<file path="src/rtl/spi_arb_if.sv">
// Requester-side bundle of the spi arbiter: per-requester request/byte handshake
// plus the shared rx byte. The requesters are the master, the arbiter the slave.
interface spi_arb_if #(
    parameter int unsigned NREQ = 2
);
    logic [NREQ-1:0]       req;
    logic [NREQ-1:0][1:0]  dev;
    logic [NREQ-1:0][7:0]  len;
    logic [NREQ-1:0][7:0]  tx_data;
    logic [NREQ-1:0]       tx_take;
    logic [7:0]            rx_data;
    logic [NREQ-1:0]       rx_valid;
    logic [NREQ-1:0]       done;
    logic [NREQ-1:0]       err;
    logic [NREQ-1:0]       grant;

    modport master (
        output req, dev, len, tx_data,
        input  tx_take, rx_data, rx_valid, done, err, grant
    );

    modport slave (
        input  req, dev, len, tx_data,
        output tx_take, rx_data, rx_valid, done, err, grant
    );
endinterface

</file>
<file path="src/rtl/spi_arb.sv">
// Round-robin arbiter and byte sequencer sharing one spi controller register port
// between NREQ requesters; each granted requester runs a len+1 byte transaction.
module spi_arb #(
    parameter int unsigned NREQ    = 2,
    parameter int unsigned TIMEOUT = 4095
) (
    input  logic       clk,
    input  logic       reset,
    spi_arb_if.slave   rq,
    output logic [2:0] spi_addr_o,
    output logic [7:0] spi_wdata_o,
    output logic [1:0] spi_sel_o,
    output logic       spi_read_o,
    output logic       spi_write_o,
    input  logic [7:0] spi_rdata_i,
    input  logic       spi_int_i
);

    localparam int unsigned IW = (NREQ > 1) ? $clog2(NREQ) : 1;
    localparam int unsigned CW = IW + 1;
    localparam int unsigned TW = 12;
    localparam int unsigned BW = 8;
    localparam int unsigned AW = 3;

    localparam logic [AW-1:0] ADDR_CTRL = AW'(0);
    localparam logic [AW-1:0] ADDR_DATA = AW'(1);

    typedef enum logic [2:0] {
        S_IDLE,
        S_START,
        S_WAIT,
        S_XFER,
        S_NEXT,
        S_ABORT
    } state_e;

    state_e          state_q;
    logic [IW-1:0]   g_q;
    logic [IW-1:0]   rr_q;
    logic [BW-1:0]   cnt_q;
    logic [TW-1:0]   tmo_q;
    logic [AW-1:0]   addr_q;
    logic [BW-1:0]   wdata_q;
    logic [1:0]      sel_q;
    logic            read_q;
    logic            write_q;
    logic [NREQ-1:0] take_q;
    logic [NREQ-1:0] rxv_q;
    logic [NREQ-1:0] done_q;
    logic [NREQ-1:0] err_q;
    logic [NREQ-1:0] grant_q;

    // First requester at or after the round-robin pointer, wrapping.
    logic            pick_found_c;
    logic [IW-1:0]   pick_idx_c;
    logic [CW-1:0]   cand_c;

    always_comb begin
        pick_found_c = 1'b0;
        pick_idx_c   = rr_q;
        cand_c       = '0;
        for (int unsigned i = 0; i < NREQ; i++) begin
            cand_c = CW'(rr_q) + CW'(i);
            if (cand_c >= CW'(NREQ)) begin
                cand_c = cand_c - CW'(NREQ);
            end
            if (!pick_found_c && rq.req[IW'(cand_c)]) begin
                pick_found_c = 1'b1;
                pick_idx_c   = IW'(cand_c);
            end
        end
    end

    logic [NREQ-1:0] pick_oh_c;
    logic [NREQ-1:0] g_oh_c;
    logic [IW-1:0]   rr_next_c;
    logic [TW-1:0]   tmo_inc_c;
    logic            tmo_hit_c;

    assign pick_oh_c = NREQ'(1) << pick_idx_c;
    assign g_oh_c    = NREQ'(1) << g_q;
    assign rr_next_c = (g_q == IW'(NREQ - 1)) ? '0 : g_q + IW'(1);
    assign tmo_inc_c = tmo_q + TW'(1);
    assign tmo_hit_c = (tmo_inc_c == TW'(TIMEOUT));

    // Outputs are registered for the state being entered, so each pulse lines up
    // with the cycle the FSM spends in that state.
    always_ff @(posedge clk) begin
        if (reset) begin
            state_q <= S_IDLE;
            g_q     <= '0;
            rr_q    <= '0;
            cnt_q   <= '0;
            tmo_q   <= '0;
            addr_q  <= '0;
            wdata_q <= '0;
            sel_q   <= '0;
            read_q  <= 1'b0;
            write_q <= 1'b0;
            take_q  <= '0;
            rxv_q   <= '0;
            done_q  <= '0;
            err_q   <= '0;
            grant_q <= '0;
        end else begin
            read_q  <= 1'b0;
            write_q <= 1'b0;
            take_q  <= '0;
            rxv_q   <= '0;
            done_q  <= '0;
            err_q   <= '0;

            case (state_q)
                S_IDLE: begin
                    if (pick_found_c) begin
                        g_q     <= pick_idx_c;
                        sel_q   <= rq.dev[pick_idx_c];
                        cnt_q   <= rq.len[pick_idx_c];
                        grant_q <= pick_oh_c;
                        write_q <= 1'b1;
                        addr_q  <= ADDR_CTRL;
                        wdata_q <= rq.tx_data[pick_idx_c];
                        take_q  <= pick_oh_c;
                        state_q <= S_START;
                    end
                end

                S_START: begin
                    tmo_q   <= '0;
                    state_q <= S_WAIT;
                end

                S_WAIT: begin
                    if (spi_int_i) begin
                        read_q  <= 1'b1;
                        rxv_q   <= g_oh_c;
                        if (cnt_q == '0) begin
                            addr_q <= ADDR_CTRL;
                            done_q <= g_oh_c;
                        end else begin
                            addr_q <= ADDR_DATA;
                        end
                        state_q <= S_XFER;
                    end else begin
                        tmo_q <= tmo_inc_c;
                        if (tmo_hit_c) begin
                            read_q  <= 1'b1;
                            addr_q  <= ADDR_CTRL;
                            err_q   <= g_oh_c;
                            state_q <= S_ABORT;
                        end
                    end
                end

                S_XFER: begin
                    if (cnt_q == '0) begin
                        grant_q <= '0;
                        rr_q    <= rr_next_c;
                        state_q <= S_IDLE;
                    end else begin
                        write_q <= 1'b1;
                        addr_q  <= ADDR_DATA;
                        wdata_q <= rq.tx_data[g_q];
                        take_q  <= g_oh_c;
                        state_q <= S_NEXT;
                    end
                end

                S_NEXT: begin
                    cnt_q   <= cnt_q - BW'(1);
                    tmo_q   <= '0;
                    state_q <= S_WAIT;
                end

                S_ABORT: begin
                    grant_q <= '0;
                    rr_q    <= rr_next_c;
                    state_q <= S_IDLE;
                end

                default: begin
                    state_q <= S_IDLE;
                end
            endcase
        end
    end

    assign spi_addr_o  = addr_q;
    assign spi_wdata_o = wdata_q;
    assign spi_sel_o   = sel_q;
    assign spi_read_o  = read_q;
    assign spi_write_o = write_q;

    assign rq.tx_take  = take_q;
    assign rq.rx_valid = rxv_q;
    assign rq.done     = done_q;
    assign rq.err      = err_q;
    assign rq.grant    = grant_q;
    // Controller read data is combinational on the address, so it is forwarded
    // in the read cycle and zeroed whenever it is not qualified.
    assign rq.rx_data  = (|rxv_q) ? spi_rdata_i : '0;

    ap_rw_excl: assert property (@(posedge clk) disable iff (reset) !(read_q && write_q));
    ap_grant_oh: assert property (@(posedge clk) disable iff (reset) $onehot0(grant_q));

endmodule

</file>
<file path="src/flat_wrapper.sv">
// flat-port wrapper written by rule: the top's interface ports become plain ports
module spi_arb_flat 
#(
    parameter int unsigned NREQ    = 2,
    parameter int unsigned TIMEOUT = 4095
)
  (clk, reset, spi_addr_o, spi_wdata_o, spi_sel_o, spi_read_o, spi_write_o, spi_rdata_i, spi_int_i, rq_req, rq_dev, rq_len, rq_tx_data, rq_tx_take, rq_rx_data, rq_rx_valid, rq_done, rq_err, rq_grant);
  spi_arb_if #(.NREQ(NREQ)) rq_i ();
  input  logic clk;
  input  logic reset;
  output logic [2:0] spi_addr_o;
  output logic [7:0] spi_wdata_o;
  output logic [1:0] spi_sel_o;
  output logic spi_read_o;
  output logic spi_write_o;
  input  logic [7:0] spi_rdata_i;
  input  logic spi_int_i;
  input wire logic [$bits(rq_i.req)-1:0] rq_req;
  input wire logic [$bits(rq_i.dev)-1:0] rq_dev;
  input wire logic [$bits(rq_i.len)-1:0] rq_len;
  input wire logic [$bits(rq_i.tx_data)-1:0] rq_tx_data;
  output wire logic [$bits(rq_i.tx_take)-1:0] rq_tx_take;
  output wire logic [$bits(rq_i.rx_data)-1:0] rq_rx_data;
  output wire logic [$bits(rq_i.rx_valid)-1:0] rq_rx_valid;
  output wire logic [$bits(rq_i.done)-1:0] rq_done;
  output wire logic [$bits(rq_i.err)-1:0] rq_err;
  output wire logic [$bits(rq_i.grant)-1:0] rq_grant;
  assign rq_i.req = rq_req;
  assign rq_i.dev = rq_dev;
  assign rq_i.len = rq_len;
  assign rq_i.tx_data = rq_tx_data;
  assign rq_tx_take = rq_i.tx_take;
  assign rq_rx_data = rq_i.rx_data;
  assign rq_rx_valid = rq_i.rx_valid;
  assign rq_done = rq_i.done;
  assign rq_err = rq_i.err;
  assign rq_grant = rq_i.grant;
  spi_arb #(.NREQ(NREQ), .TIMEOUT(TIMEOUT)) u_core (.clk(clk), .reset(reset), .rq(rq_i), .spi_addr_o(spi_addr_o), .spi_wdata_o(spi_wdata_o), .spi_sel_o(spi_sel_o), .spi_read_o(spi_read_o), .spi_write_o(spi_write_o), .spi_rdata_i(spi_rdata_i), .spi_int_i(spi_int_i));
endmodule
</file>
<file path="config.mk">
export PLATFORM = sky130hd
export DESIGN_NAME = spi_arb_flat
export DESIGN_NICKNAME = d
export VERILOG_FILES = /design/src/rtl/spi_arb_if.sv /design/src/rtl/spi_arb.sv /design/src/flat_wrapper.sv
export SDC_FILE = /design/constraint.sdc
export NUM_CORES = 1
export LEC_CHECK = 0
export ABC_AREA = 1
export BUFFER_PORTS_ARGS = -buffer_cell sky130_fd_sc_hd__buf_2
export CAP_MARGIN = 20
export CORE_ASPECT_RATIO = 0.8
export CORE_MARGIN = 3
export CORE_UTILIZATION = 48
export CTS_BUF_LIST = sky130_fd_sc_hd__clkbuf_4
export DETAILED_ROUTE_END_ITERATION = 10
export MAX_ROUTING_LAYER = met4
export PLACE_DENSITY = 0.83
export SLEW_MARGIN = 15
export SYNTH_ARGS = -nofsm -noshare
export SYNTH_HDL_FRONTEND = slang
export SYNTH_SLANG_ARGS = --single-unit
</file>
<file path="constraint.sdc">
create_clock -name clk -period 1.65 [get_ports clk]
set_input_delay 0 -clock clk [delete_from_list [all_inputs] [get_ports clk]]
set_output_delay 0 -clock clk [all_outputs]
set_load 0.1 [all_outputs]
</file>
==> flow_summary.html, run 1 <==
<table>
<tr><th>Metric</th><th>Value</th></tr>
<tr><th colspan="2">Synthesis</th></tr>
<tr><td>Number of register bits inferred by synthesis</td><td>48</td></tr>
<tr><td>EDFF count, synth</td><td>0</td></tr>
<tr><td>Share of synthesized area spent on multiplexers</td><td>0%</td></tr>
<tr><td>Synthesized area per cell</td><td>6.30 sq um</td></tr>
<tr><td>Count of distinct cell types in the synthesized netlist</td><td>30</td></tr>
<tr><td>Share of synthesized area occupied by flip-flops and latches</td><td>35.6%</td></tr>
<tr><td>Post-synthesis adder-cell area fraction</td><td>1.85%</td></tr>
<tr><td>Leading cell types by total area after synthesis</td><td>dfxtp_1 (36%), nand2_1 (17%), inv_1 (7.1%)</td></tr>
<tr><td>Post-synthesis share of cell area spent on xor and xnor gates</td><td>0.324%</td></tr>
<tr><td>Biggest area consumer among synthesized cells</td><td>dfxtp_1</td></tr>
<tr><td>Area share of the largest cell type after synthesis</td><td>35.6%</td></tr>
<tr><td>Most frequently used flop master after synthesis</td><td>dfxtp_1</td></tr>
<tr><td>Synthesized-area fraction occupied by ao, oa, aoi and oai cells</td><td>18.4%</td></tr>
<tr><td>Area of the mapped netlist</td><td>0.00270 sq mm</td></tr>
<tr><td>Yosys warns</td><td>0</td></tr>
<tr><td>Count of mapped cells out of synthesis</td><td>429</td></tr>
<tr><td>Dominant combinational cell family by area after synthesis</td><td>simple AND/OR/NAND/NOR gates</td></tr>
<tr><td>Proportion of synthesized flip-flops having asynchronous set or reset</td><td>0%</td></tr>
<tr><td>Post-Synth Simple-Gate Area</td><td>33.1%</td></tr>
<tr><th colspan="2">CTS</th></tr>
<tr><td>Number of buffers created by CTS</td><td>5</td></tr>
<tr><td>Clock Tree Root</td><td>clkbuf_4</td></tr>
<tr><td>Latest clock arrival within the worst-skew pair</td><td>0.38 ns</td></tr>
<tr><td>Number of sinks on the clock net</td><td>48</td></tr>
<tr><td>Worst-path clk slew</td><td>0.14 ns</td></tr>
<tr><td>Maximum level of the CTS H-tree</td><td>2</td></tr>
<tr><td>TritonCTS clock tree</td><td>done</td></tr>
<tr><td>Bufs on Longest Clock Path</td><td>2</td></tr>
<tr><th colspan="2">Global route</th></tr>
<tr><td>Via count of the first global-routing pass</td><td>2828</td></tr>
<tr><td>Overflow after GRT</td><td>0</td></tr>
<tr><td>Largest net degree at the start of global routing</td><td>22</td></tr>
<tr><td>All-Layer GR Usage</td><td>23.1%</td></tr>
<tr><td>Global-route wire length before repair</td><td>12.2 mm</td></tr>
<tr><td>Number of antenna violations at the first check in global routing</td><td>0</td></tr>
<tr><th colspan="2">STA</th></tr>
<tr><td>Setup violators final</td><td>1</td></tr>
<tr><td>Setup TNS</td><td>-0.00491 ns</td></tr>
<tr><td>Final clock period utilization by the worst path</td><td>100%</td></tr>
<tr><td>Worst Clk Skew</td><td>0.0139 ns</td></tr>
<tr><td>Number of max-slew violations in the final report</td><td>0</td></tr>
<tr><td>Time the final worst path needs with I/O delays and setup</td><td>1.65 ns</td></tr>
<tr><td>Post-layout worst setup margin</td><td>-0.00491 ns</td></tr>
<tr><td>RSZ-0062 raised after global routing</td><td>yes</td></tr>
<tr><td>WHS</td><td>0.0230 ns</td></tr>
<tr><td>Achievable Freq</td><td>0.604 GHz</td></tr>
<tr><td>Final Hold Vio Count</td><td>0</td></tr>
<tr><th colspan="2">Power and ir drop</th></tr>
<tr><td>Overall power of the completed layout</td><td>4050 uW</td></tr>
<tr><td>Power per Cell Area</td><td>1060 mW/mm^2</td></tr>
<tr><td>Leakage power</td><td>0.00179 uW</td></tr>
<tr><td>Peak supply drop</td><td>0.672 mV</td></tr>
<tr><th colspan="2">Floorplan</th></tr>
<tr><td>Floorplan die height</td><td>73.1 um</td></tr>
<tr><td>Site Rows</td><td>23</td></tr>
<tr><td>Boundary pin count</td><td>82</td></tr>
<tr><td>Area of the die</td><td>0.00657 sq mm</td></tr>
<tr><td>Area of the core region</td><td>0.00521 sq mm</td></tr>
<tr><td>Die Wd</td><td>89.9 um</td></tr>
<tr><td>Starting Density</td><td>51.9%</td></tr>
<tr><th colspan="2">Critical path</th></tr>
<tr><td>Worst setup path endpoint</td><td>u_core.rq.err[0]</td></tr>
<tr><td>CP peak stage delay</td><td>0.43 ns</td></tr>
<tr><td>Worst reg2reg path startpoint</td><td>u_core.tmo_q[1]</td></tr>
<tr><td>Worst setup path category</td><td>flop to flop</td></tr>
<tr><td>Startpoint kind of the worst setup timing path</td><td>flop</td></tr>
<tr><td>Most used cell, CP</td><td>nand2_1</td></tr>
<tr><td>Ordered cell list for the critical path</td><td>ha_4 -&gt; nand2_4 -&gt; nor2_4 -&gt; nand3b_1 -&gt; nand2_1 -&gt; nand2_1 -&gt; nor2_2 -&gt; nand4_1 -&gt; or2_1 -&gt; nor2_1</td></tr>
<tr><td>Slowest cell on the critical path</td><td>dfxtp_4</td></tr>
<tr><td>Capture point of the worst reg-to-reg path</td><td>u_core.rq.err[0]</td></tr>
<tr><td>Maximum fanout count along the critical path</td><td>6</td></tr>
<tr><td>CP endpoint kind</td><td>flop</td></tr>
<tr><td>Critical path required time</td><td>1.97 ns</td></tr>
<tr><td>Reg2Reg Depth</td><td>10</td></tr>
<tr><td>Startpoint of the worst setup timing path</td><td>u_core.tmo_q[1]</td></tr>
<tr><td>Worst reg-to-reg setup slack</td><td>-0.005 ns</td></tr>
<tr><td>Arrival time at the worst endpoint</td><td>1.98 ns</td></tr>
<tr><th colspan="2">Final layout</th></tr>
<tr><td>Fill cell total of the finished layout</td><td>396</td></tr>
<tr><td>Post-synthesis to final-layout area growth</td><td>41.7%</td></tr>
<tr><td>Number of nets in the final layout</td><td>595</td></tr>
<tr><td>Fraction of final layout cells sized beyond drive strength 1</td><td>33.7%</td></tr>
<tr><td>Total inserted antenna cells</td><td>0</td></tr>
<tr><td>Final core utilization</td><td>73.5%</td></tr>
<tr><td>Finished Cell Area</td><td>0.00383 sq mm</td></tr>
<tr><td>Most common cell after layout, fill and taps aside</td><td>nand2_1</td></tr>
<tr><td>Top library cells by usage in the layout, fill and taps aside</td><td>nand2_1 (113), buf_2 (79), inv_1 (46), o21ai_0 (34), dfxtp_1 (34)</td></tr>
<tr><th colspan="2">Drt</th></tr>
<tr><td>Per-cell routed wire length</td><td>12.6 um</td></tr>
<tr><td>Routed via count</td><td>3175</td></tr>
<tr><td>Number of design rule violations left after detail routing</td><td>0</td></tr>
<tr><td>Number of antenna-violating nets in the routed design</td><td>0</td></tr>
<tr><td>TritonRoute pass-1 iters</td><td>6</td></tr>
<tr><td>Vias/cell</td><td>5.14</td></tr>
<tr><td>Final wirelength</td><td>7.76 mm</td></tr>
<tr><td>Drt initial violations</td><td>315</td></tr>
<tr><th colspan="2">Place</th></tr>
<tr><td>Final RePlAce weighted congestion</td><td>0.894</td></tr>
<tr><td>Post-DP Area</td><td>0.00331 sq mm</td></tr>
<tr><td>Final HPWL DP</td><td>5.48 mm</td></tr>
<tr><td>Number of buffers added on ports</td><td>79</td></tr>
<tr><th colspan="2">Status</th></tr>
<tr><td>Failing checks</td><td>negative setup slack</td></tr>
<tr><td>Status</td><td>finished with violations</td></tr>
<tr><th colspan="2">Hold path</th></tr>
<tr><td>HP Class</td><td>input pin to flop</td></tr>
<tr><th colspan="2">Run</th></tr>
<tr><td>Max-cap violations</td><td>0</td></tr>
</table>
report_power, final:
part           internal [uW]  total, uW  switching [uW]
Sequential              1300       1410             107
Combinational            529       1930            1400
Clock                    317        711             394
logic make-up (layout without fill, tap and decap cells):
logic type,Yosys count,count (layout)
other,1,2
xor gates and xnor gates,1,1
AOI/OAI and AO/OA,90,90
and+or+nand+nor,215,215
buffers and inverters,70,183
adders and majority gates,4,4
DFF,48,48
area by class of cell:
type | instances | area (sq um) | share of cell area [%]
multi-input cells | 312 | 1700 | 44.5
flip-flops and latches | 48 | 993 | 25.9
repair buffers | 119 | 732 | 19.1
inverters | 56 | 225 | 5.88
well taps | 75 | 93.8 | 2.45
clock inverters | 3 | 42.5 | 1.11
clock buffers | 5 | 37.5 | 0.980
synth_stat cells, types with 3 or more instances:
cell      number
a211oi_1       3
a21oi_1       32
a31oi_1        6
buf_4          4
clkbuf_1       8
dfxtp_1       48
ha_1           4
inv_1         51
inv_2          3
nand2_1      119
nand2_2        3
nand3_1       23
nand4_1        4
nor2_1        50
nor2_2         7
nor3_1         5
o211ai_1       7
o21ai_0       36
registers in the layout, indices dropped and copies added (netlist names):
name,cells
u_core.tmo_q,12
u_core.cnt_q,8
u_core.spi_wdata_o,8
u_core.state_q,3
u_core.rq.done,2
u_core.rq.err,2
u_core.rq.grant,2
u_core.rq.rx_valid,2
u_core.rq.tx_take,2
u_core.spi_sel_o,2
u_core.g_q,1
u_core.rr_q,1
u_core.spi_addr_o,1
u_core.spi_read_o,1
u_core.spi_write_o,1
critical path: cells and delay by family (launching register included):
family,cells,cell delay (ns)
adders and majority gates,1,0.17
and+or+nand+nor,9,1.00
DFF,1,0.43
worst min-delay path by stage:
stage,to,slack (ns),cells after the start,startpoint
final,u_core.cnt_q[2],0.02,5,rq_len[10]
after global routing,u_core.cnt_q[6],0.03,3,rq_len[6]
after CTS,u_core.cnt_q[2],0.02,5,rq_len[10]
after detailed placement,u_core.cnt_q[0],0.30,3,rq_len[8]
after global placement,u_core.cnt_q[0],0.28,3,rq_len[8]
after floorplan,u_core.tmo_q[3],0.17,3,reset
per-stage QoR:
step           setup slack [ns]  std cells
2_1_floorplan            0.0657        430
4_1_cts                  0.0117        608
3_3_place_gp             0.0275        587
3_5_place_dp            -0.0724        587
5_1_grt                  -0.134        618
6_report               -0.00491        618
routing by layer:
layer / wire, um / GRT usage, % / up-vias
li1: - / - / 1610
met1: 3400 / 29.6 / 1429
met2: 3600 / 37.1 / 125
met3: 671 / 4.95 / 11
met4: 90 / 6.79 / 0
met5: 0 / - / -
what timing repair did:
item,in CTS,in global routing
resized for setup,10,63
hold buffers,13,0
pin swaps,0,18
setup endpoints to repair,18,33
buffers inserted,0,10
hold endpoints to repair,20,0
Power figures use the tool's default switching activity.
==> run 2, diff against run 1 <==
--- a/config.mk
+++ b/config.mk
@@ -7,7 +7,7 @@
 export LEC_CHECK = 0
 export ABC_AREA = 1
 export BUFFER_PORTS_ARGS = -buffer_cell sky130_fd_sc_hd__buf_2
-export CAP_MARGIN = 20
+export CAP_MARGIN = 10
 export CORE_ASPECT_RATIO = 0.8
 export CORE_MARGIN = 3
 export CORE_UTILIZATION = 48
@@ -15,6 +15,7 @@
 export DETAILED_ROUTE_END_ITERATION = 10
 export MAX_ROUTING_LAYER = met4
 export PLACE_DENSITY = 0.83
+export SKIP_LAST_GASP = 1
 export SLEW_MARGIN = 15
 export SYNTH_ARGS = -nofsm -noshare
 export SYNTH_HDL_FRONTEND = slang
==> run 2 against run 1 <==
The run still ends with negative setup slack left. Critical path depth shrank 1. Clock power is essentially flat. Clock skew grew 0.0027 ns. Hold slack gained 0.0015 ns. First-iteration DRC count shrank 24%. Sequential cell count is the same. Non-clock buffer count is the same. Count of clock-buffer cells in the layout is the same. Utilization shrank 0.24 points. Critical path type unchanged. Critical endpoint unchanged. Largest cell class unchanged. Highest routed layer unchanged.
==> flow_summary.html, run 2 (synthesized netlist as in run 1, its figures left out) <==
<table>
<tr><th>Metric</th><th>Value</th></tr>
<tr><th colspan="2">Final layout</th></tr>
<tr><td>Largest reg by FF count</td><td>u_core.tmo_q</td></tr>
<tr><td>Number of standard cells in the layout, taps in and fillers out</td><td>618</td></tr>
<tr><td>Total inserted antenna cells</td><td>0</td></tr>
<tr><td>Fill cell total of the finished layout</td><td>402</td></tr>
<tr><td>Flip-flop count of the largest register after layout</td><td>12</td></tr>
<tr><td>Fraction of final layout cells sized beyond drive strength 1</td><td>33.1%</td></tr>
<tr><td>Most common cell after layout, fill and taps aside</td><td>nand2_1</td></tr>
<tr><td>Top library cells by usage in the layout, fill and taps aside</td><td>nand2_1 (113), buf_2 (79), inv_1 (48), o21ai_0 (34), dfxtp_1 (34)</td></tr>
<tr><td>Number of nets in the final layout</td><td>595</td></tr>
<tr><td>Finished Cell Area</td><td>0.00382 sq mm</td></tr>
<tr><td>Post-synthesis to final-layout area growth</td><td>41.2%</td></tr>
<tr><th colspan="2">Place</th></tr>
<tr><td>Final HPWL DP</td><td>5.48 mm</td></tr>
<tr><td>Post-DP Area</td><td>0.00331 sq mm</td></tr>
<tr><td>Number of buffers added on ports</td><td>79</td></tr>
<tr><td>Final RePlAce weighted congestion</td><td>0.894</td></tr>
<tr><td>Worst setup slack after placement</td><td>-0.0724 ns</td></tr>
<tr><td>Count of placed standard cells including taps</td><td>587</td></tr>
<tr><th colspan="2">STA</th></tr>
<tr><td>Post-layout worst setup margin</td><td>-0.00967 ns</td></tr>
<tr><td>RSZ-0062 raised after global routing</td><td>yes</td></tr>
<tr><td>Time the final worst path needs with I/O delays and setup</td><td>1.66 ns</td></tr>
<tr><td>Setup violators final</td><td>2</td></tr>
<tr><td>WHS</td><td>0.0245 ns</td></tr>
<tr><td>Number of max-slew violations in the final report</td><td>0</td></tr>
<tr><td>Achievable Freq</td><td>0.603 GHz</td></tr>
<tr><td>Final clock period utilization by the worst path</td><td>101%</td></tr>
<tr><td>Final Hold Vio Count</td><td>0</td></tr>
<tr><td>Worst Clk Skew</td><td>0.0166 ns</td></tr>
<tr><th colspan="2">Critical path</th></tr>
<tr><td>Slowest cell on the critical path</td><td>dfxtp_4</td></tr>
<tr><td>Ordered cell list for the critical path</td><td>ha_4 -&gt; inv_1 -&gt; nand2_1 -&gt; nand3_1 -&gt; nand3b_1 -&gt; nor2_2 -&gt; nand4_1 -&gt; or2_1 -&gt; nor2_1</td></tr>
<tr><td>Capture point of the worst reg-to-reg path</td><td>u_core.rq.err[0]</td></tr>
<tr><td>Worst reg2reg path startpoint</td><td>u_core.tmo_q[1]</td></tr>
<tr><td>Arrival time at the worst endpoint</td><td>1.98 ns</td></tr>
<tr><td>CP peak stage delay</td><td>0.43 ns</td></tr>
<tr><td>Reg2Reg Depth</td><td>9</td></tr>
<tr><td>Critical path required time</td><td>1.97 ns</td></tr>
<tr><td>Worst reg-to-reg setup slack</td><td>-0.01 ns</td></tr>
<tr><td>Worst setup path category</td><td>flop to flop</td></tr>
<tr><td>Maximum fanout count along the critical path</td><td>6</td></tr>
<tr><td>CP endpoint kind</td><td>flop</td></tr>
<tr><td>Startpoint kind of the worst setup timing path</td><td>flop</td></tr>
<tr><th colspan="2">Run</th></tr>
<tr><td>Max-cap violations</td><td>0</td></tr>
<tr><th colspan="2">CTS</th></tr>
<tr><td>Number of sinks on the clock net</td><td>48</td></tr>
<tr><td>TritonCTS clock tree</td><td>done</td></tr>
<tr><td>Worst-path clk slew</td><td>0.14 ns</td></tr>
<tr><td>Number of buffers created by CTS</td><td>5</td></tr>
<tr><td>Maximum level of the CTS H-tree</td><td>2</td></tr>
<tr><td>Clock Tree Root</td><td>clkbuf_4</td></tr>
<tr><td>Latest clock arrival within the worst-skew pair</td><td>0.38 ns</td></tr>
<tr><td>Bufs on Longest Clock Path</td><td>2</td></tr>
<tr><th colspan="2">Drt</th></tr>
<tr><td>Final wirelength</td><td>7.75 mm</td></tr>
<tr><td>Number of antenna-violating nets in the routed design</td><td>0</td></tr>
<tr><td>Vias/cell</td><td>5.14</td></tr>
<tr><td>Routed via count</td><td>3174</td></tr>
<tr><td>TritonRoute pass-1 iters</td><td>4</td></tr>
<tr><td>Per-cell routed wire length</td><td>12.5 um</td></tr>
<tr><td>Number of design rule violations left after detail routing</td><td>0</td></tr>
<tr><td>Drt initial violations</td><td>238</td></tr>
<tr><th colspan="2">Global route</th></tr>
<tr><td>Global-route wire length before repair</td><td>12.2 mm</td></tr>
<tr><td>Overflow after GRT</td><td>0</td></tr>
<tr><td>Largest net degree at the start of global routing</td><td>22</td></tr>
<tr><td>Number of antenna violations at the first check in global routing</td><td>0</td></tr>
<tr><td>Via count of the first global-routing pass</td><td>2828</td></tr>
<tr><td>All-Layer GR Usage</td><td>23.1%</td></tr>
<tr><th colspan="2">Floorplan</th></tr>
<tr><td>Site Rows</td><td>23</td></tr>
<tr><td>Floorplan die height</td><td>73.1 um</td></tr>
<tr><td>Area of the die</td><td>0.00657 sq mm</td></tr>
<tr><td>Boundary pin count</td><td>82</td></tr>
<tr><td>Starting Density</td><td>51.9%</td></tr>
<tr><td>Die Wd</td><td>89.9 um</td></tr>
<tr><td>Area of the core region</td><td>0.00521 sq mm</td></tr>
<tr><th colspan="2">Hold path</th></tr>
<tr><td>Start point of the worst min-delay path</td><td>rq_len[3]</td></tr>
<tr><td>HP Class</td><td>input pin to flop</td></tr>
<tr><td>Worst-case hold path end point</td><td>u_core.cnt_q[3]</td></tr>
<tr><td>Cell depth of the worst hold path</td><td>5</td></tr>
<tr><th colspan="2">Status</th></tr>
<tr><td>Status</td><td>finished with violations</td></tr>
<tr><td>Failing checks</td><td>negative setup slack</td></tr>
<tr><th colspan="2">Power and ir drop</th></tr>
<tr><td>Overall power of the completed layout</td><td>4040 uW</td></tr>
<tr><td>Peak supply drop</td><td>0.672 mV</td></tr>
<tr><td>Power per Cell Area</td><td>1060 mW/mm^2</td></tr>
<tr><td>Leakage power</td><td>0.00180 uW</td></tr>
</table>
run 2: cell types whose count changed in the layout (fill, tap and decap cells not counted), sizes merged:
cell,change
clkinvlp,-1
inv,+1
run 2: layout make-up:
| class | count | area, sq um | share of cell area (%) |
|---|---|---|---|
| Clock buffer | 5 | 37.5 | 0.984 |
| Tap cell | 75 | 93.8 | 2.46 |
| Multi-Input combinational cell | 312 | 1700 | 44.4 |
| Inverter | 56 | 221 | 5.80 |
| Clock inverter | 3 | 42.5 | 1.11 |
| Sequential cell | 48 | 993 | 26.0 |
| Timing Repair Buffer | 119 | 732 | 19.2 |
run 2: how the worst max path moves through the flow:
stage / from / slack (ns) / endpoint
2_1_floorplan: u_core.cnt_q[0] / 0.07 / u_core.spi_wdata_o[5]
3_3_place_gp: u_core.tmo_q[1] / 0.03 / u_core.rq.err[1]
3_5_place_dp: u_core.tmo_q[1] / -0.07 / u_core.rq.err[0]
4_1_cts: u_core.tmo_q[4] / 0.01 / u_core.rq.err[0]
5_1_grt: u_core.tmo_q[1] / -0.13 / u_core.state_q[2]
6_report: u_core.tmo_q[1] / -0.01 / u_core.rq.err[0]
run 2: worst max-delay path, delay by kind of cell, from the launching register on:
family                     cells  cell delay [ns]
adders and majority gates      1             0.17
buffers and inverters          1             0.05
DFF                            1             0.43
and+or+nand+nor                7             0.97
run 2: per-stage QoR:
step,TNS (ns),util (%)
finish,-0.00995,73.3
global route,-1.02,73.3
CTS,0,68.1
detailed placement,-0.268,63.6
global placement,0,63.6
floorplan,0,-
run 2: where the power goes:
part           switching, uW  leakage [uW]  internal, uW
Clock                    395     0.0000428           317
Combinational           1390       0.00136           524
Sequential               106      0.000401          1300
run 2: layer usage:
metal,vias up,part of all wire [%],GRT usage [%],wire length [um]
met3,11,7.8,4.95,601
li1,1613,-,-,-
met2,109,46,37.1,3540
met4,0,1.2,6.79,90
met5,-,0,-,0
met1,1441,45,29.6,3510
run 2: repair_timing:
item / in CTS / in global routing
buffers inserted: 0 / 10
setup endpoints to repair: 18 / 33
pin swaps: 0 / 18
resized for setup: 10 / 59
endpoints found under the hold margin: 20 / 0
hold buffers: 13 / 0
==> run 3, diff against run 2 <==
--- a/config.mk
+++ b/config.mk
@@ -7,16 +7,15 @@
 export LEC_CHECK = 0
 export ABC_AREA = 1
 export BUFFER_PORTS_ARGS = -buffer_cell sky130_fd_sc_hd__buf_2
-export CAP_MARGIN = 10
+export CAP_MARGIN = 5
 export CORE_ASPECT_RATIO = 0.8
 export CORE_MARGIN = 3
 export CORE_UTILIZATION = 48
 export CTS_BUF_LIST = sky130_fd_sc_hd__clkbuf_4
 export DETAILED_ROUTE_END_ITERATION = 10
-export MAX_ROUTING_LAYER = met4
 export PLACE_DENSITY = 0.83
 export SKIP_LAST_GASP = 1
-export SLEW_MARGIN = 15
+export SLEW_MARGIN = 20
 export SYNTH_ARGS = -nofsm -noshare
 export SYNTH_HDL_FRONTEND = slang
 export SYNTH_SLANG_ARGS = --single-unit
==> run 3 against run 2 <==
The flow still finishes with violations (negative setup slack). Final area unchanged. Combinational power barely moved. First-iteration DRC count increased by 14%. Highest routed layer unchanged. Sequential share of layout area unchanged. Sequential cell count stayed put. Maximum frequency down 0.25%. Utilization unchanged. Sequential power about the same. Count of clock-buffer cells in the layout did not move. Clock skew about the same. Hold slack got worse by 0.0052 ns. Non-clock buffer count stayed put.
==> flow_summary.html, run 3 (synthesized netlist as in run 1, its figures left out) <==
<table>
<tr><th>Metric</th><th>Value</th></tr>
<tr><th colspan="2">STA</th></tr>
<tr><td>Worst Clk Skew</td><td>0.0163 ns</td></tr>
<tr><td>Final clock period utilization by the worst path</td><td>101%</td></tr>
<tr><td>Setup violators final</td><td>3</td></tr>
<tr><td>Time the final worst path needs with I/O delays and setup</td><td>1.66 ns</td></tr>
<tr><td>Post-layout worst setup margin</td><td>-0.0139 ns</td></tr>
<tr><td>Final Hold Vio Count</td><td>0</td></tr>
<tr><td>Achievable Freq</td><td>0.601 GHz</td></tr>
<tr><td>Number of max-slew violations in the final report</td><td>0</td></tr>
<tr><td>RSZ-0062 raised after global routing</td><td>yes</td></tr>
<tr><th colspan="2">Critical path</th></tr>
<tr><td>CP endpoint kind</td><td>flop</td></tr>
<tr><td>Maximum fanout count along the critical path</td><td>6</td></tr>
<tr><td>Critical path required time</td><td>1.97 ns</td></tr>
<tr><td>Startpoint kind of the worst setup timing path</td><td>flop</td></tr>
<tr><td>Ordered cell list for the critical path</td><td>ha_4 -&gt; inv_1 -&gt; nand2_1 -&gt; nand3_1 -&gt; nand3b_1 -&gt; nor2_2 -&gt; nand4_1 -&gt; or2_1 -&gt; nor2_1</td></tr>
<tr><td>Worst reg-to-reg setup slack</td><td>-0.01 ns</td></tr>
<tr><td>Slowest cell on the critical path</td><td>dfxtp_4</td></tr>
<tr><td>Reg2Reg Depth</td><td>9</td></tr>
<tr><td>Arrival time at the worst endpoint</td><td>1.99 ns</td></tr>
<tr><td>Capture point of the worst reg-to-reg path</td><td>u_core.rq.err[0]</td></tr>
<tr><td>CP peak stage delay</td><td>0.43 ns</td></tr>
<tr><td>Worst setup path category</td><td>flop to flop</td></tr>
<tr><td>Worst reg2reg path startpoint</td><td>u_core.tmo_q[1]</td></tr>
<tr><th colspan="2">Hold path</th></tr>
<tr><td>Cell depth of the worst hold path</td><td>5</td></tr>
<tr><td>Worst-case hold path end point</td><td>u_core.cnt_q[2]</td></tr>
<tr><td>HP Class</td><td>input pin to flop</td></tr>
<tr><td>Start point of the worst min-delay path</td><td>rq_len[10]</td></tr>
<tr><th colspan="2">Global route</th></tr>
<tr><td>Number of antenna violations at the first check in global routing</td><td>0</td></tr>
<tr><td>Global-route wire length before repair</td><td>12.2 mm</td></tr>
<tr><td>All-Layer GR Usage</td><td>22.4%</td></tr>
<tr><td>Largest net degree at the start of global routing</td><td>22</td></tr>
<tr><td>Overflow after GRT</td><td>0</td></tr>
<tr><td>Via count of the first global-routing pass</td><td>2827</td></tr>
<tr><th colspan="2">Final layout</th></tr>
<tr><td>Top library cells by usage in the layout, fill and taps aside</td><td>nand2_1 (113), buf_2 (79), inv_1 (48), o21ai_0 (34), dfxtp_1 (34)</td></tr>
<tr><td>Number of nets in the final layout</td><td>595</td></tr>
<tr><td>Total area of multi-input combinational cells</td><td>0.00170 sq mm</td></tr>
<tr><td>Sequential cell area</td><td>993 sq um</td></tr>
<tr><td>Largest reg by FF count</td><td>u_core.tmo_q</td></tr>
<tr><td>Total inserted antenna cells</td><td>0</td></tr>
<tr><td>Post-synthesis to final-layout area growth</td><td>41.2%</td></tr>
<tr><td>Fraction of final layout cells sized beyond drive strength 1</td><td>33.1%</td></tr>
<tr><td>Final core utilization</td><td>73.3%</td></tr>
<tr><td>Fill cell total of the finished layout</td><td>402</td></tr>
<tr><td>Number of standard cells in the layout, taps in and fillers out</td><td>618</td></tr>
<tr><td>Most common cell after layout, fill and taps aside</td><td>nand2_1</td></tr>
<tr><td>Flip-flop count of the largest register after layout</td><td>12</td></tr>
<tr><th colspan="2">Power and ir drop</th></tr>
<tr><td>Overall power of the completed layout</td><td>4040 uW</td></tr>
<tr><td>Peak supply drop</td><td>0.671 mV</td></tr>
<tr><td>Power per Cell Area</td><td>1060 mW/mm^2</td></tr>
<tr><td>Leakage power</td><td>0.00180 uW</td></tr>
<tr><th colspan="2">Floorplan</th></tr>
<tr><td>Die Wd</td><td>89.9 um</td></tr>
<tr><td>Site Rows</td><td>23</td></tr>
<tr><td>Area of the core region</td><td>0.00521 sq mm</td></tr>
<tr><td>Starting Density</td><td>51.9%</td></tr>
<tr><td>Area of the die</td><td>0.00657 sq mm</td></tr>
<tr><td>Floorplan die height</td><td>73.1 um</td></tr>
<tr><td>Boundary pin count</td><td>82</td></tr>
<tr><th colspan="2">CTS</th></tr>
<tr><td>Bufs on Longest Clock Path</td><td>2</td></tr>
<tr><td>Latest clock arrival within the worst-skew pair</td><td>0.38 ns</td></tr>
<tr><td>Worst-path clk slew</td><td>0.14 ns</td></tr>
<tr><td>TritonCTS clock tree</td><td>done</td></tr>
<tr><td>Maximum level of the CTS H-tree</td><td>2</td></tr>
<tr><td>Clock Tree Root</td><td>clkbuf_4</td></tr>
<tr><td>Number of sinks on the clock net</td><td>48</td></tr>
<tr><td>Number of buffers created by CTS</td><td>5</td></tr>
<tr><th colspan="2">Status</th></tr>
<tr><td>Status</td><td>finished with violations</td></tr>
<tr><td>Failing checks</td><td>negative setup slack</td></tr>
<tr><th colspan="2">Drt</th></tr>
<tr><td>Number of design rule violations left after detail routing</td><td>0</td></tr>
<tr><td>Drt initial violations</td><td>272</td></tr>
<tr><td>Vias/cell</td><td>5.11</td></tr>
<tr><td>Number of antenna-violating nets in the routed design</td><td>0</td></tr>
<tr><td>Final wirelength</td><td>7.76 mm</td></tr>
<tr><td>Routed via count</td><td>3161</td></tr>
<tr><td>Per-cell routed wire length</td><td>12.6 um</td></tr>
<tr><td>TritonRoute pass-1 iters</td><td>5</td></tr>
<tr><th colspan="2">Place</th></tr>
<tr><td>Final HPWL DP</td><td>5.48 mm</td></tr>
<tr><td>Number of buffers added on ports</td><td>79</td></tr>
<tr><td>Final RePlAce weighted congestion</td><td>0.880</td></tr>
<tr><td>Count of placed standard cells including taps</td><td>587</td></tr>
<tr><td>Worst setup slack after placement</td><td>-0.0724 ns</td></tr>
<tr><th colspan="2">Run</th></tr>
<tr><td>Max-cap violations</td><td>0</td></tr>
</table>
[run 3: cell counts in the layout (fill, tap and decap cells not counted)]
Identical to the previous run, type by type.
[run 3: power breakdown]
part | total [uW] | internal (uW) | switching, uW
registers | 1410 | 1300 | 106
logic | 1920 | 524 | 1390
clock network | 713 | 317 | 396
[run 3: metal layers]
| layer | global-route usage, % | routed length, um | up-vias | part of all wire [%] |
|---|---|---|---|---|
| met4 | 6.79 | 90 | 0 | 1.2 |
| li1 | - | - | 1608 | - |
| met3 | 5.15 | 546 | 11 | 7.0 |
| met1 | 29.5 | 3530 | 1434 | 46 |
| met5 | 0 | 0 | - | 0 |
| met2 | 37.1 | 3590 | 108 | 46 |
[run 3: critical path: cells and delay by family (launching register included)]
| kind | cells | cell delay (ns) |
|---|---|---|
| AND/OR/NAND/NOR | 7 | 0.97 |
| flip-flops | 1 | 0.43 |
| adder cells (fa/ha/maj) | 1 | 0.17 |
| buffers and inverters | 1 | 0.05 |
[run 3: through the flow]
step / setup TNS [ns] / instance area (sq um) / hold WS [ns]
after floorplan: 0 / 2770 / 0.174
after global placement: 0 / 3310 / 0.282
after detailed placement: -0.268 / 3310 / 0.299
after CTS: 0 / 3550 / 0.0202
after global routing: -1.02 / 3820 / 0.0275
final: -0.0207 / 3820 / 0.0193
[run 3: layout make-up]
cell class / instances / area share [%]
clock buffer: 5 / 0.984
clock inverter: 3 / 1.11
inverter: 56 / 5.80
multi-input combinational: 312 / 44.4
sequential: 48 / 26.0
tap: 75 / 2.46
timing repair buffer: 119 / 19.2
[run 3: worst max path at each step]
| stage | start | endpoint | slack (ns) | cells after the start |
|---|---|---|---|---|
| 4_1_cts | u_core.tmo_q[4] | u_core.rq.err[0] | 0.01 | 9 |
| 5_1_grt | u_core.tmo_q[1] | u_core.state_q[2] | -0.13 | 10 |
| 3_3_place_gp | u_core.tmo_q[1] | u_core.rq.err[1] | 0.03 | 10 |
| 6_report | u_core.tmo_q[1] | u_core.rq.err[0] | -0.01 | 9 |
| 3_5_place_dp | u_core.tmo_q[1] | u_core.rq.err[0] | -0.07 | 10 |
| 2_1_floorplan | u_core.cnt_q[0] | u_core.spi_wdata_o[5] | 0.07 | 12 |
[run 3: timing repair]
action | in CTS | in global routing
buffers inserted | 0 | 10
pin swaps | 0 | 18
gates cloned | 0 | 0
hold buffers | 13 | 0
resized for setup | 10 | 59
endpoints found under the hold margin | 20 | 0
endpoints found under the setup margin | 18 | 33
